**config.mk**
```make
export PLATFORM = sky130hd
export DESIGN_NAME = rfm_act_sched
export DESIGN_NICKNAME = d
export VERILOG_FILES = /design/src/rtl/rfm_act_sched_pkg.sv /design/src/rtl/rfm_addr_fifo.sv /design/src/rtl/rfm_act_sched.sv
export SDC_FILE = /design/constraint.sdc
export NUM_CORES = 1
export LEC_CHECK = 0
export CAP_MARGIN = 15
export CORE_ASPECT_RATIO = 0.9
export CORE_MARGIN = 5
export CORE_UTILIZATION = 58
export CTS_BUF_LIST = sky130_fd_sc_hd__clkbuf_2 sky130_fd_sc_hd__clkbuf_4 sky130_fd_sc_hd__clkbuf_8
export CTS_CLUSTER_SIZE = 12
export DETAILED_ROUTE_END_ITERATION = 8
export PLACE_DENSITY = 0.87
export SLEW_MARGIN = 5
export SYNTH_ARGS = -nofsm -noshare
export SYNTH_HDL_FRONTEND = slang
export SYNTH_SLANG_ARGS = --single-unit
```
**constraint.sdc**
```tcl
create_clock -name clk -period 2.8 [get_ports clk]
set_input_delay 0.56 -clock clk [delete_from_list [all_inputs] [get_ports clk]]
set_output_delay 0.56 -clock clk [all_outputs]
set_load 0.05 [all_outputs]
```
**src/rtl/rfm_act_sched_pkg.sv**
```systemverilog
// Shared RFM package: scheduler FSM encoding and default ACT/RFM timing constants.
// Used by rfm_act_sched, whose optional statistics build is selected by RFM_ACT_SCHED_STAT_EN.
package rfm_act_sched_pkg;

  typedef enum logic {
    ST_READY = 1'b0,
    ST_GAP   = 1'b1
  } sched_state_e;

  localparam int DEF_CMD_GAP = 4;
  localparam int DEF_RFM_TH  = 8;

  // Width of a down-counter that must hold gap-1 (at least one bit).
  function automatic int gap_width(input int gap);
    return (gap > 2) ? $clog2(gap) : 1;
  endfunction

endpackage

```
**src/rtl/rfm_addr_fifo.sv**
```systemverilog
// Small FIFO for ACT row addresses; head word is visible on data while not empty.
// DEPTH must be a power of two, at least 2.
module rfm_addr_fifo #(
  parameter int WIDTH = 18,
  parameter int DEPTH = 4
) (
  input  logic             clk,
  input  logic             rst,
  input  logic             push,
  input  logic             pop,
  input  logic [WIDTH-1:0] din,
  output logic             full,
  output logic             empty,
  output logic [WIDTH-1:0] data
);

  localparam int PW = (DEPTH > 1) ? $clog2(DEPTH) : 1;

  logic [WIDTH-1:0] mem [DEPTH];
  logic [PW-1:0]    wr_ptr_reg;
  logic [PW-1:0]    rd_ptr_reg;
  logic [PW:0]      count_reg;
  logic             wr_en;
  logic             rd_en;

  assign full  = (count_reg == (PW+1)'(DEPTH));
  assign empty = (count_reg == '0);
  assign rd_en = pop & ~empty;
  // A full FIFO still takes a write when the head leaves in the same cycle.
  assign wr_en = push & (~full | rd_en);
  assign data  = mem[rd_ptr_reg];

  always_ff @(posedge clk) begin
    if (wr_en) begin
      mem[wr_ptr_reg] <= din;
    end
  end

  always_ff @(posedge clk or posedge rst) begin
    if (rst) begin
      wr_ptr_reg <= '0;
      rd_ptr_reg <= '0;
      count_reg  <= '0;
    end else begin
      if (wr_en) begin
        wr_ptr_reg <= wr_ptr_reg + 1'b1;
      end
      if (rd_en) begin
        rd_ptr_reg <= rd_ptr_reg + 1'b1;
      end
      case ({wr_en, rd_en})
        2'b10:   count_reg <= count_reg + 1'b1;
        2'b01:   count_reg <= count_reg - 1'b1;
        default: count_reg <= count_reg;
      endcase
    end
  end

endmodule

```
**src/rtl/rfm_act_sched.sv**
```systemverilog
// ACT/RFM command scheduler: buffers ACT requests, spaces commands by CMD_GAP, inserts RFM at RFM_TH.
// Define RFM_ACT_SCHED_STAT_EN to add the act_total/rfm_total pulse counters.
module rfm_act_sched
  import rfm_act_sched_pkg::*;
#(
  parameter int ADDR_SIZE  = 18,
  parameter int RFM_TH     = DEF_RFM_TH,
  parameter int FIFO_DEPTH = 4,
  parameter int CMD_GAP    = DEF_CMD_GAP,
  parameter int RAA_SIZE   = 8
) (
  input  logic                 clk,
  input  logic                 rst,
  input  logic                 in_valid,
  output logic                 in_ready,
  input  logic [ADDR_SIZE-1:0] in_addr,
  output logic                 act_cmd,
  output logic [ADDR_SIZE-1:0] act_addr,
  output logic                 rfm_cmd,
  output logic [RAA_SIZE-1:0]  raa_cnt
`ifdef RFM_ACT_SCHED_STAT_EN
  ,
  output logic [31:0]          act_total,
  output logic [31:0]          rfm_total
`endif
);

  localparam int                 GAP_W    = gap_width(CMD_GAP);
  localparam logic [GAP_W-1:0]   GAP_LOAD = GAP_W'(CMD_GAP - 1);
  localparam logic [RAA_SIZE-1:0] RAA_TH  = RAA_SIZE'(RFM_TH);
  localparam logic [RAA_SIZE-1:0] RAA_MAX = '1;

  sched_state_e         state_reg;
  logic [GAP_W-1:0]     gap_cnt_reg;
  logic                 act_cmd_reg;
  logic                 rfm_cmd_reg;
  logic [ADDR_SIZE-1:0] act_addr_reg;
  logic [RAA_SIZE-1:0]  raa_reg;

  logic                 fifo_full;
  logic                 fifo_empty;
  logic [ADDR_SIZE-1:0] fifo_data;
  logic                 fifo_push;
  logic                 fifo_pop;
  logic                 accept;
  logic                 slot_open;
  logic                 rfm_due;
  logic                 bypass;
  logic                 issue;

  rfm_addr_fifo #(
    .WIDTH (ADDR_SIZE),
    .DEPTH (FIFO_DEPTH)
  ) u_fifo (
    .clk   (clk),
    .rst   (rst),
    .push  (fifo_push),
    .pop   (fifo_pop),
    .din   (in_addr),
    .full  (fifo_full),
    .empty (fifo_empty),
    .data  (fifo_data)
  );

  assign in_ready  = ~fifo_full;
  assign accept    = in_valid & in_ready;
  assign slot_open = (state_reg == ST_READY);
  assign rfm_due   = (raa_reg >= RAA_TH);
  assign fifo_pop  = slot_open & ~rfm_due & ~fifo_empty;
  // An idle scheduler issues a fresh request straight from the input, skipping the FIFO.
  assign bypass    = slot_open & ~rfm_due & fifo_empty & accept;
  assign fifo_push = accept & ~bypass;
  assign issue     = slot_open & (rfm_due | ~fifo_empty | accept);

  always_ff @(posedge clk or posedge rst) begin
    if (rst) begin
      state_reg    <= ST_READY;
      gap_cnt_reg  <= '0;
      act_cmd_reg  <= 1'b0;
      rfm_cmd_reg  <= 1'b0;
      act_addr_reg <= '0;
      raa_reg      <= '0;
    end else begin
      act_cmd_reg <= 1'b0;
      rfm_cmd_reg <= 1'b0;

      if (act_cmd_reg) begin
        if (raa_reg != RAA_MAX) begin
          raa_reg <= raa_reg + 1'b1;
        end
      end else if (rfm_cmd_reg) begin
        raa_reg <= (raa_reg > RAA_TH) ? (raa_reg - RAA_TH) : '0;
      end

      case (state_reg)
        ST_READY: begin
          if (rfm_due) begin
            rfm_cmd_reg <= 1'b1;
          end else if (fifo_pop) begin
            act_cmd_reg  <= 1'b1;
            act_addr_reg <= fifo_data;
          end else if (bypass) begin
            act_cmd_reg  <= 1'b1;
            act_addr_reg <= in_addr;
          end
          if (issue) begin
            gap_cnt_reg <= GAP_LOAD;
            state_reg   <= (CMD_GAP > 1) ? ST_GAP : ST_READY;
          end
        end
        ST_GAP: begin
          // Leaving GAP as the counter hits zero keeps pulses exactly CMD_GAP apart.
          gap_cnt_reg <= (gap_cnt_reg != '0) ? (gap_cnt_reg - 1'b1) : '0;
          if (gap_cnt_reg <= GAP_W'(1)) begin
            state_reg <= ST_READY;
          end
        end
        default: state_reg <= ST_READY;
      endcase
    end
  end

  assign act_cmd  = act_cmd_reg;
  assign rfm_cmd  = rfm_cmd_reg;
  assign act_addr = act_addr_reg;
  assign raa_cnt  = raa_reg;

`ifdef RFM_ACT_SCHED_STAT_EN
  logic [31:0] act_total_reg;
  logic [31:0] rfm_total_reg;

  always_ff @(posedge clk or posedge rst) begin
    if (rst) begin
      act_total_reg <= '0;
      rfm_total_reg <= '0;
    end else begin
      if (act_cmd_reg) begin
        act_total_reg <= act_total_reg + 32'd1;
      end
      if (rfm_cmd_reg) begin
        rfm_total_reg <= rfm_total_reg + 32'd1;
      end
    end
  end

  assign act_total = act_total_reg;
  assign rfm_total = rfm_total_reg;
`else
  // Plain build: no statistics counters.
`endif

endmodule
```
==> reports/results.txt <==
layout cells sized above 1 - 15.7%
Synth warnings - 0
WP data arrival - 1910 ps
Detailed Route WL - 8.85 mm
Max Slew Vio Count - 0
CTS root buffer - clkbuf_8
final hold violation count - 0
critical path's top delay family - buffers and inverters
placed inst area - 0.00525 mm²
TritonRoute pass-1 iters - 4
Peak VDD IR - 0.000619 V
area grow syn2layout - 18.8%
setup violators final - 0
Congestion Overflow GR - 0
initial antenna violation count - 0
Slowest cell on crit path - clkdlybuf4s50_1
post-synthesis mux area share - 9.31%
combinational family with the most area after synthesis - multiplexers
worst path cell trace - clkdlybuf4s50_1
Crit. End Element - output port
P per Cell Area - 1110 mW/mm²
Placer Congestion - 0.799
Diodes inserted - 0
WP data required - 2240 ps
Core Util, Final - 71.7%
R2R setup slack - 430 ps
unrepaired setup endpoints after global routing - false
crit path to - act_cmd
H-tree depth - 3
Slew HR - 65.7%
worst slack, placed - 475 ps
dominant synthesized flop cell - edfxtp_1
Via Count - 2786
instance count of the mapped netlist - 306
Post-route DRC - 0
die height - 94.4 µm
crit path max fanout - 17
Final WS setup - 325 ps
Synth Cell Area - 0.00460 mm²
async set-reset flop share out of synthesis - 34.5%
total track usage - 19.3%
vias in the first global route - 2885
Worst Hold Class - reg -> reg
CP startpoint kind - flip-flop
Bufs and invs on worst path - 1
Antenna Violating Nets Remaining - 0
CTS clk-pin slew, worst paths - 110 ps
syn nets - 337
clock skew - 13.1 ps
nets@finish - 401
fin crit share - 88.4%
Achievable Freq - 0.404 GHz
Initial DRC Count - 184
pin count of the biggest net entering global routing - 39
WL per Instance - 18.8 µm
critical path launch point - act_cmd$_DFF_PP0_
Max Cap Viol - 0
Max Root-Sink Buffers - 2
Seq cells post-synth - 110
Core Area - 0.00762 mm²
setup TNS - 0 ps
post-synthesis simple-gate area fraction - 8.74%
total clock sinks - 110
Die Footprint - 0.00981 mm²
Multi-input gate area - 0.00135 mm²
I/O pin cnt - 50
CP Depth - 1
status - finished, final reports clean
Worst-Margin Slew - 513 ps
post-synthesis sequential area ratio - 67.7%
clock period minus worst slack - 2470 ps
first-pass GRT wire length - 14.6 mm
Synth Area in Compound Gates - 7.00%
max reg flops - 72
die width - 104 µm
Worst R2R Path Depth - 10
Skew-Pair Late Insertion Delay - 370 ps
Final Cell Area - 0.00546 mm²
Setup CP Type - reg -> out
leakage - 1.97 nW
syn_area_per_cell - 15.0 µm²
setup bufs post-CTS - 0
IO buf count - 49
Post-synth EDFFs - 72
CTS tree - done
reg-to-reg endpoint - u_fifo.count_reg[2]$_DFFE_PP0P_
register area - 0.00311 mm²
Starting Density - 60.3%
cts hold-fix bufs - 0
Cell variety after synth - 47
Synth Area in Adders - 2.89%
drt via density - 5.92
worst reg2reg startpoint - raa_cnt[5]$_DFFE_PP0P_
PostCTS Resize Cnt - 0
TritonCTS buffer count - 9
# fillers - 486
XOR/XNOR Fraction of Synth Area - 1.52%
Max stage delay on crit path - 900 ps
Post-DP HPWL - 5.74 mm
commonest non-fill, non-tap cell in the layout - edfxtp_1
std cell rows - 30
most frequent cells in the layout - edfxtp_1, clkdlybuf4s50_1, nor2_1
-- power by group --
group | total (W) | leakage [nW] | internal (W) | switching (W)
logic | 0.00256 | 0.765 | 0.00101 | 0.00155
clock network | 0.000943 | 0.104 | 0.000358 | 0.000585
registers | 0.00255 | 1.10 | 0.00223 | 0.000317
-- logic make-up after synthesis --
group,Yosys count
muxes,20
and+or+nand+nor,83
DFF,110
buffers and inverters,28
adders and majority gates,10
xor gates and xnor gates,8
AOI/OAI and AO/OA,47
-- through the flow --
| step | total power [W] | std cells | hold slack (ps) |
|---|---|---|---|
| 2_1_floorplan | 0.00434 | 306 | 498 |
| 3_3_place_gp | 0.00506 | 455 | 487 |
| 3_5_place_dp | 0.00516 | 455 | 487 |
| 4_1_cts | 0.00610 | 471 | 515 |
| 5_1_grt | 0.00641 | 471 | 556 |
| 6_report | 0.00605 | 471 | 510 |
-- per-layer routing --
layer | global-route usage, % | up-vias | wire length (µm)
li1 | - | 1281 | -
met1 | 24.0 | 1404 | 3720
met2 | 33.1 | 93 | 4500
met3 | 5.74 | 8 | 515
met4 | 5.93 | 0 | 102
met5 | 0 | - | 0
-- how the worst min path moves through the flow --
| stage | from | end | cells past startpoint |
|---|---|---|---|
| 2_1_floorplan | u_fifo.wr_ptr_reg[0]$_DFFE_PP0P_ | u_fifo.wr_ptr_reg[0]$_DFFE_PP0P_ | 1 |
| 3_3_place_gp | act_addr[0]$_DFFE_PP0P_ | act_addr[0]$_DFFE_PP0P_ | 2 |
| 3_5_place_dp | act_addr[0]$_DFFE_PP0P_ | act_addr[0]$_DFFE_PP0P_ | 2 |
| 4_1_cts | act_addr[0]$_DFFE_PP0P_ | act_addr[0]$_DFFE_PP0P_ | 2 |
| 5_1_grt | act_addr[0]$_DFFE_PP0P_ | act_addr[0]$_DFFE_PP0P_ | 2 |
| 6_report | act_addr[0]$_DFFE_PP0P_ | act_addr[0]$_DFFE_PP0P_ | 2 |
-- synthesized netlist by cell type (all sizes together), types with 2 or more instances --
library cell	n	area, µm²
nor2	47	176
a22oi	2	15.0
o31ai	2	28.8
mux2	2	22.5
o21ai	5	25.0
o21a	2	15.0
nor3	4	20.0
nand2	9	33.8
xnor2	5	43.8
nor4	5	52.6
a31oi	4	25.0
mux4	18	405
a21oi	6	30.0
ha	9	113
xor2	3	26.3
dfrtp	38	951
o22ai	18	113
or2	3	18.8
clkbuf	6	22.5
inv	18	67.6
buf	4	38.8
edfxtp	72	2160
nand4	4	25.0
nand3	3	15.0
nor2b	2	12.5
-- cell type report --
| class | instances | area share, % |
|---|---|---|
| well taps | 96 | 2.20 |
| multi-input cells | 168 | 24.8 |
| inverters | 18 | 1.24 |
| repair buffers | 63 | 10.9 |
| flip-flops and latches | 110 | 57.0 |
| clock inverters | 7 | 1.58 |
| clock buffers | 9 | 2.27 |
(Power assumes the default switching activity.)
